[config.mk]
export PLATFORM = sky130hd
export DESIGN_NAME = snake_tick_ctrl
export DESIGN_NICKNAME = d
export VERILOG_FILES = /design/src/rtl/snake_tick_ctrl.sv
export SDC_FILE = /design/constraint.sdc
export NUM_CORES = 1
export LEC_CHECK = 0
export ABC_AREA = 1
export BUFFER_PORTS_ARGS = -buffer_cell sky130_fd_sc_hd__buf_2
export CAP_MARGIN = 25
export CELL_PAD_IN_SITES_DETAIL_PLACEMENT = 1
export CELL_PAD_IN_SITES_GLOBAL_PLACEMENT = 1
export CORE_MARGIN = 5
export CORE_UTILIZATION = 46
export CTS_CLUSTER_SIZE = 10
export DETAILED_ROUTE_END_ITERATION = 6
export GPL_TIMING_DRIVEN = 0
export PLACE_DENSITY_LB_ADDON = 0.12
export SYNTH_ARGS = -nofsm -noshare
export SYNTH_HDL_FRONTEND = slang
export SYNTH_SLANG_ARGS = --single-unit
[constraint.sdc]
create_clock -name clk -period 9.6 [get_ports clk]
set_input_delay 0.48 -clock clk [delete_from_list [all_inputs] [get_ports clk]]
set_output_delay 0.48 -clock clk [all_outputs]
set_load 0.01 [all_outputs]
[src/rtl/snake_tick_ctrl.sv]
`default_nettype none
// == snake_tick_ctrl: game tick divider with speed levels, pause, halt and overrun flag ==
// == Rev 1.0 ==
module snake_tick_ctrl #(
   parameter int CNT_W    = 24,
   parameter int BASE_DIV = 12500000,
   parameter int STEP_DIV = 1250000
) (
   input  logic       clk,
   input  logic       rst_n,
   input  logic       start,
   input  logic       pause,
   input  logic       speed_up,
   input  logic       game_over,
   input  logic       tick_ack,
   output logic       tick_req,
   output logic [2:0] level,
   output logic       overrun,
   output logic [1:0] state
);

   typedef enum logic [1:0] {
      IDLE   = 2'd0,
      RUN    = 2'd1,
      PAUSED = 2'd2,
      HALT   = 2'd3
   } state_t;

   localparam logic [CNT_W-1:0] BASE_C = CNT_W'(BASE_DIV);
   localparam logic [CNT_W-1:0] STEP_C = CNT_W'(STEP_DIV);
   localparam logic [CNT_W-1:0] ONE_C  = CNT_W'(1);

   state_t           state_q, state_d;
   logic [CNT_W-1:0] counter_q, counter_d;
   logic [CNT_W-1:0] div_active_q, div_active_d;
   logic [2:0]       level_q, level_d;
   logic             tick_req_q, tick_req_d;
   logic             overrun_q, overrun_d;
   logic             wrap;
   logic             active;

   function automatic logic [CNT_W-1:0] div_for(input logic [2:0] lvl);
      return BASE_C - STEP_C * CNT_W'(lvl);
   endfunction

   always_comb begin
      state_d      = state_q;
      counter_d    = counter_q;
      div_active_d = div_active_q;
      level_d      = level_q;
      tick_req_d   = tick_req_q;
      overrun_d    = overrun_q;
      active       = (state_q == RUN) || (state_q == PAUSED);
      wrap         = (state_q == RUN) && (counter_q == div_active_q - ONE_C);

      if (game_over && active) begin
         state_d    = HALT;
         tick_req_d = 1'b0;
      end else if (start) begin
         state_d      = RUN;
         counter_d    = '0;
         level_d      = 3'd0;
         div_active_d = BASE_C;
         tick_req_d   = 1'b0;
         overrun_d    = 1'b0;
      end else if (active) begin
         // The cycle that enters PAUSED still counts; PAUSED itself holds the counter.
         if (state_q == RUN) begin
            counter_d = wrap ? '0 : counter_q + ONE_C;
            if (pause) begin
               state_d = PAUSED;
            end
         end else if (!pause) begin
            state_d = RUN;
         end

         if (speed_up && (level_q != 3'd7)) begin
            level_d = level_q + 3'd1;
         end

         if (tick_ack) begin
            tick_req_d = 1'b0;
         end

         // A new divisor only takes effect on a period boundary.
         if (wrap) begin
            if (tick_req_q && !tick_ack) begin
               overrun_d = 1'b1;
            end
            tick_req_d   = 1'b1;
            div_active_d = div_for(level_d);
         end else if ((state_q == PAUSED) && !pause && (counter_q == '0)) begin
            div_active_d = div_for(level_d);
         end
      end
   end

   always_ff @(posedge clk or negedge rst_n) begin
      if (!rst_n) begin
         state_q      <= IDLE;
         counter_q    <= '0;
         div_active_q <= BASE_C;
         level_q      <= 3'd0;
         tick_req_q   <= 1'b0;
         overrun_q    <= 1'b0;
      end else begin
         state_q      <= state_d;
         counter_q    <= counter_d;
         div_active_q <= div_active_d;
         level_q      <= level_d;
         tick_req_q   <= tick_req_d;
         overrun_q    <= overrun_d;
      end
   end

   assign tick_req = tick_req_q;
   assign level    = level_q;
   assign overrun  = overrun_q;
   assign state    = state_q;

endmodule
`default_nettype wire

==> flow_summary.json, run 1 <==
{
  "ys_ff_latch": 49,
  "drive_gt1_share_pct": 9.57,
  "vdd_drop_max_uv": 135,
  "rsz0062_at_grt": "false",
  "ys_seq_area_share_pct": 29.0,
  "maxCapViolations": 0,
  "grt_max_degree": 30,
  "rows": 35,
  "synth.top_cells.by_count": "190 x nand2_1, 83 x inv_1, 77 x nor2_1",
  "power_mw": 1.20,
  "clock_sinks": 49,
  "crit_required_ns": 9.84,
  "diodes": 0,
  "tightest_slew_ns": 0.700,
  "cts_tree": "built",
  "finClkSkew_ns": 0.0132,
  "die_area_sq_um": 11300,
  "hold_buffers": 0,
  "drv_slew": 0,
  "gp_congestion": 0.870,
  "ctsLongestPathBuffers": 2,
  "cp_data_arrival_time_ns": 4.69,
  "first_pass_iters": 4,
  "clk_latency_ns": 0.31,
  "grt_pass1_wl_mm": 22.3,
  "grt_use_total_pct": 24.4,
  "synth_edf_count": 0,
  "rr_worst_depth": 20,
  "drtIter0Drc": 178,
  "worst_slack_ns": 5.15,
  "clock.fmax_mhz": 225,
  "post-cts-setup-buffers": 0,
  "initial_utilization_pct": 46.7,
  "finalHoldViolations": 0,
  "routed_via_density": 5.43,
  "finalCriticalPeriod_ns": 4.45,
  "drcViolationCount": 0,
  "syn_nets": 684,
  "synth_most_common_cell": "nand2_1",
  "synth_top_area_share_pct": 22.2,
  "ios": 14,
  "drt_wl_total_mm": 13.0,
  "post_drt_wl_per_cell_um": 16.5,
  "path_max_fanout": 9,
  "relSlewSlack_pct": 53.0,
  "num_vias": 4293,
  "synthCells": 658,
  "port_buffers": 12,
  "area_growth_pct": 7.14,
  "status": "complete, no violations",
  "async_flop_share_pct": 100,
  "grt_antenna_before_repair": 0,
  "synth_cell_types": 42,
  "place.detailed.hpwl_mm": 10.7,
  "core-area_sq_um": 9150,
  "endpoint_kind": "flip-flop",
  "grt_pass1_vias": 4487,
  "fin_crit_sh_pct": 46.4,
  "p_leak_nw": 2.32,
  "power.density_nw_per_um2": 262,
  "synth_area_per_cell_sq_um": 6.50,
  "clkTransAtPathRegs_ns": 0.10,
  "root_buffer": "clkbuf_8",
  "h-tree-depth": 2,
  "die_w_um": 106,
  "yosys.area.top_type": "dfrtp_1",
  "finalSetupTns_ns": 0,
  "grt.overflow.total": 0,
  "setup_viol": 0,
  "final_nets": 704,
  "path_class": "reg2reg",
  "synthesis.area_sq_um": 4280,
  "ant_nets": 0,
  "yosys_warnings": 0,
  "dp_worst_setup_slack_ns": 5.19,
  "post_cts_resized": 0,
  "synth_ff_type": "dfrtp_1",
  "dieHeight_um": 106,
  "synth_area_leaders": "dfrtp_1 22%, nand2_1 17%, inv_1 7.3%",
  "hold_path.class": "in2async",
  "cp-start-kind": "flip-flop",
  "numCtsBuffers": 5
}
kinds of logic after synthesis:
group	after synthesis	synth area share [%]
compound gates	63	7.93
xor+xnor	38	7.78
fa+ha+maj	19	5.73
buf+inv	99	9.33
flops	49	29.0
simple gates	390	40.2
report_power, final:
group,internal [mW],switching (mW)
Clock,0.0522,0.0748
Combinational,0.240,0.499
Sequential,0.274,0.0591
Total,0.566,0.633
registers in the layout, indices dropped and copies added, names as in the netlist:
name / cells
overrun: 1
state: 2
counter_q: 24
tick_req: 1
level: 3
div_active_q: 18
cell usage in the layout, fill, tap and decap left out, types with 9 or more instances in the layout:
cell type / netlist / final
nor2_1: 77 / 77
dfrtp_1: 38 / 38
inv_1: 83 / 83
nand4_1: 17 / 17
buf_2: 5 / 17
ha_1: 18 / 18
nand2_1: 190 / 190
o21ai_0: 30 / 30
a21oi_1: 19 / 19
xor2_1: 30 / 30
dfstp_2: 11 / 11
nor3_1: 9 / 9
nand3_1: 57 / 57
final cells by class:
| type | count | area, sq um |
|---|---|---|
| plain buffers | 11 | 66.3 |
| clock buffers | 6 | 72.6 |
| clock inverters | 2 | 13.8 |
| fillers | 1294 | 4570 |
| inverters | 88 | 333 |
| multi-input cells | 510 | 2640 |
| flip-flops and latches | 49 | 1240 |
| well taps | 111 | 139 |
| repair buffers | 13 | 80.1 |
layer usage:
layer | vias up | part of all wire, % | global-route usage, %
met4 | 0 | 1.3 | 5.02
met3 | 12 | 2.1 | 2.49
met1 | 2100 | 48 | 33.2
li1 | 2145 | - | -
met2 | 36 | 48 | 42.2
met5 | - | 0 | 0
path summary, 6_finish.rpt:
check,start,end,slack [ns]
max in group asynchronous,rst_n,div_active_q[18]$_DFFE_PN1P_,8.85
worst max-delay path,level[0]$_DFFE_PN0P_,div_active_q[20]$_DFFE_PN1P_,5.15
worst min-delay path,rst_n,state[0]$_DFFE_PN0P_,0.14
worst min register to register,div_active_q[21]$_DFFE_PN1P_,div_active_q[21]$_DFFE_PN1P_,0.50
min in group clk,tick_ack,overrun$_DFFE_PN0P_,0.46
worst max register to register,level[0]$_DFFE_PN0P_,div_active_q[20]$_DFFE_PN1P_,5.15
per-stage QoR:
step           cells  instance area [sq um]  util (%)  hold slack, ns
4_1_cts          790                   4580      50.1           0.144
6_report         790                   4580      50.1           0.139
2_1_floorplan    658                   4280         -           0.184
3_3_place_gp     781                   4480      48.9           0.480
5_1_grt          790                   4580      50.1           0.163
3_5_place_dp     782                   4500      49.1           0.488
worst max-delay path, stage by stage, from the launching register on:
cell and delay [ns]:
dfrtp_1 0.43, ha_1 0.22, ha_1 0.17, inv_1 0.10, nand2_1 0.13, o21ai_1 0.59
ha_1 0.44, ha_1 0.27, fa_1 0.45, inv_1 0.09, nor2_1 0.05, nor2_1 0.16
o21ai_0 0.12, nand2_1 0.20, nand4_1 0.25, a21boi_2 0.25, nand3_1 0.09, nand2_1 0.07
nand3_1 0.14, nand2_1 0.11, nand2_1 0.05
No activity file was read; power rests on OpenSTA's default activity.
==> run 2, diff against run 1 <==
--- a/config.mk
+++ b/config.mk
@@ -11,7 +11,7 @@
 export CELL_PAD_IN_SITES_DETAIL_PLACEMENT = 1
 export CELL_PAD_IN_SITES_GLOBAL_PLACEMENT = 1
 export CORE_MARGIN = 5
-export CORE_UTILIZATION = 46
+export CORE_UTILIZATION = 45
 export CTS_CLUSTER_SIZE = 10
 export DETAILED_ROUTE_END_ITERATION = 6
 export GPL_TIMING_DRIVEN = 0
==> constraint.sdc (replaced) <==
create_clock -name clk -period 4.3 [get_ports clk]
set_input_delay 0.215 -clock clk [delete_from_list [all_inputs] [get_ports clk]]
set_output_delay 0.215 -clock clk [all_outputs]
set_load 0.01 [all_outputs]
==> flow_summary.json, run 2 (same netlist as run 1, synthesis figures left out) <==
{
  "p_leak_nw": 2.34,
  "crit_end": "div_active_q[20]$_DFFE_PN1P_",
  "stdcell_area_sq_um": 4670,
  "path_depth": 21,
  "first_pass_iters": 4,
  "min_from": "tick_ack",
  "power_mw": 2.72,
  "root_buffer": "clkbuf_8",
  "grt_antenna_before_repair": 0,
  "place.detailed.hpwl_mm": 10.7,
  "switchingPower_mw": 1.43,
  "grt.overflow.total": 0,
  "port_buffers": 12,
  "critPathMaxStageDelay_ns": 0.42,
  "relSlewSlack_pct": 60.1,
  "grt_use_total_pct": 24.1,
  "top_register": "counter_q",
  "placedCellCount": 800,
  "clk_latency_ns": 0.31,
  "finClkSkew_ns": 0.0126,
  "routed_via_density": 5.33,
  "rr_startpoint": "level[0]$_DFFE_PN0P_",
  "endpoint_kind": "flip-flop",
  "numCtsBuffers": 5,
  "r2r_end": "div_active_q[20]$_DFFE_PN1P_",
  "gp_congestion": 0.833,
  "layout_commonest_cell": "nand2_1",
  "whs_path_depth": 4,
  "rows": 35,
  "h-tree-depth": 2,
  "critPathSlowestCell": "dfrtp_1",
  "power.density_nw_per_um2": 584,
  "die_w_um": 108,
  "internal_power_mw": 1.30,
  "clock_sinks": 49,
  "pwr-share-clk_pct": 11.1,
  "clock.fmax_mhz": 246,
  "tightest_slew_ns": 0.598,
  "layout_common_cells": "189 x nand2_1, 82 x inv_1, 77 x nor2_1",
  "cp_num_buf_inv": 2,
  "rrSetupSlack_ns": 0.23,
  "grt_max_degree": 27,
  "worstPathCellList": "ha_1 -> ha_1 -> inv_1 -> nand3_1 -> nand2_4 -> clkinvlp_4 -> ha_2 -> ha_1 -> fa_1 -> nand3_1 -> nand3_1 -> nand2_1 -> nand2_1 -> nor2_1 -> nand4_1 -> a21boi_2 -> nand3_1 -> nand2_1 -> nand3_1 -> nand2_1 -> nand2_1",
  "ios": 14,
  "dieHeight_um": 108,
  "core-area_sq_um": 9240,
  "crit_required_ns": 4.54,
  "power_frac_seq_pct": 27.4,
  "post_drt_wl_per_cell_um": 16.3,
  "path_class": "reg2reg",
  "dp_worst_setup_slack_ns": -0.0781,
  "power_switching_share_pct": 52.4,
  "combPwrFrac_pct": 61.5,
  "cts_tree": "built",
  "cp_data_arrival_time_ns": 4.32,
  "worst_slack_ns": 0.228,
  "grt_pass1_vias": 4566,
  "initial_utilization_pct": 46.3,
  "drcViolationCount": 0,
  "finalCriticalPeriod_ns": 4.07,
  "crit_family": "simple AND/OR/NAND/NOR gates",
  "maxCapViolations": 0,
  "diodes": 0,
  "area_growth_pct": 9.07,
  "utilization_pct": 50.5,
  "grt_pass1_wl_mm": 22.5,
  "ant_nets": 0,
  "drive_gt1_share_pct": 10.6,
  "hold_path.class": "in2reg",
  "final_nets": 707,
  "drv_slew": 0,
  "status": "complete, no violations",
  "path_max_fanout": 8,
  "placed_area_sq_um": 4520,
  "finalHoldViolations": 0,
  "vdd_drop_max_uv": 246,
  "setup_viol": 0,
  "clkTransAtPathRegs_ns": 0.10,
  "drt_wl_total_mm": 13.2,
  "worstSetupStartpoint": "level[0]$_DFFE_PN0P_",
  "ctsLongestPathBuffers": 2,
  "rr_worst_depth": 21,
  "die_area_sq_um": 11600,
  "num_vias": 4324,
  "largest_reg_flops": 24,
  "cp-start-kind": "flip-flop",
  "instances_no_fill": 811,
  "fin_crit_sh_pct": 94.7,
  "drtIter0Drc": 181
}
==> run 2: cell types whose count changed in the layout (fill, tap and decap cells not counted) <==
| cell | previous run | this run |
|---|---|---|
| buf_4 | 1 | 3 |
| clkbuf_1 | 4 | 3 |
| clkbuf_8 | 5 | 6 |
| clkinv_4 | 0 | 1 |
| clkinvlp_4 | 0 | 1 |
| dlygate4sd3_1 | 0 | 1 |
| ha_1 | 18 | 17 |
| ha_2 | 0 | 1 |
| inv_1 | 83 | 82 |
| inv_6 | 1 | 0 |
| nand2_1 | 190 | 189 |
| nand2_4 | 1 | 2 |
| o21ai_1 | 5 | 4 |
| o21ai_4 | 0 | 1 |
==> run 2: how the worst min path moves through the flow <==
stage | end | slack, ns
4_1_cts | overrun$_DFFE_PN0P_ | 0.19
5_1_grt | overrun$_DFFE_PN0P_ | 0.21
3_5_place_dp | div_active_q[7]$_DFFE_PN0P_ | 0.26
6_report | overrun$_DFFE_PN0P_ | 0.20
3_3_place_gp | div_active_q[21]$_DFFE_PN1P_ | 0.48
2_1_floorplan | counter_q[0]$_DFFE_PN0P_ | -0.08
==> run 2: layer usage <==
layer | global-route usage (%) | share of wire (%) | up-vias
met3 | 1.92 | 2.6 | 24
li1 | - | - | 2147
met5 | 0 | 0 | -
met4 | 6.04 | 1.9 | 0
met1 | 32.8 | 48 | 2074
met2 | 41.3 | 48 | 79
==> run 2: repair_timing <==
item,in CTS,in global routing
pin swaps,0,3
gates resized for setup,1,5
endpoints found under the setup margin,3,4
hold endpoints to repair,13,0
buffers inserted,0,2
hold buffers,1,0
==> run 2: final cells by class <==
| type | count | area (sq um) |
|---|---|---|
| Tap cell | 129 | 161 |
| Multi-Input combinational cell | 510 | 2660 |
| Clock buffer | 6 | 82.6 |
| Buffer | 11 | 66.3 |
| Sequential cell | 49 | 1240 |
| Inverter | 88 | 337 |
| Fill cell | 1273 | 4570 |
| Clock inverter | 2 | 13.8 |
| Timing Repair Buffer | 16 | 105 |
==> run 2: stage by stage <==
step	hold WS, ns	setup TNS (ns)
finish	0.198	0
CTS	0.191	0
global route	0.213	-0.0417
global placement	0.479	0
detailed placement	0.257	-0.0963
floorplan	-0.0806	0
==> run 2: worst register-to-register path: cells and delay by family, from the launching register on <==
family | cells | cell delay, ns
AO/OA/AOI/OAI | 1 | 0.29
flip-flops | 1 | 0.42
AND/OR/NAND/NOR | 13 | 1.59
buffers and inverters | 2 | 0.29
adder cells (fa/ha/maj) | 5 | 1.43
==> run 2: power by group through the flow <==
stage	registers (mW)	clock network, mW	logic (mW)
after floorplan	0.711	0	1.21
after global placement	0.749	0	1.56
after detailed placement	0.756	0	1.64
after CTS	0.749	0.313	1.65
after global routing	0.762	0.335	1.90
final	0.746	0.301	1.68
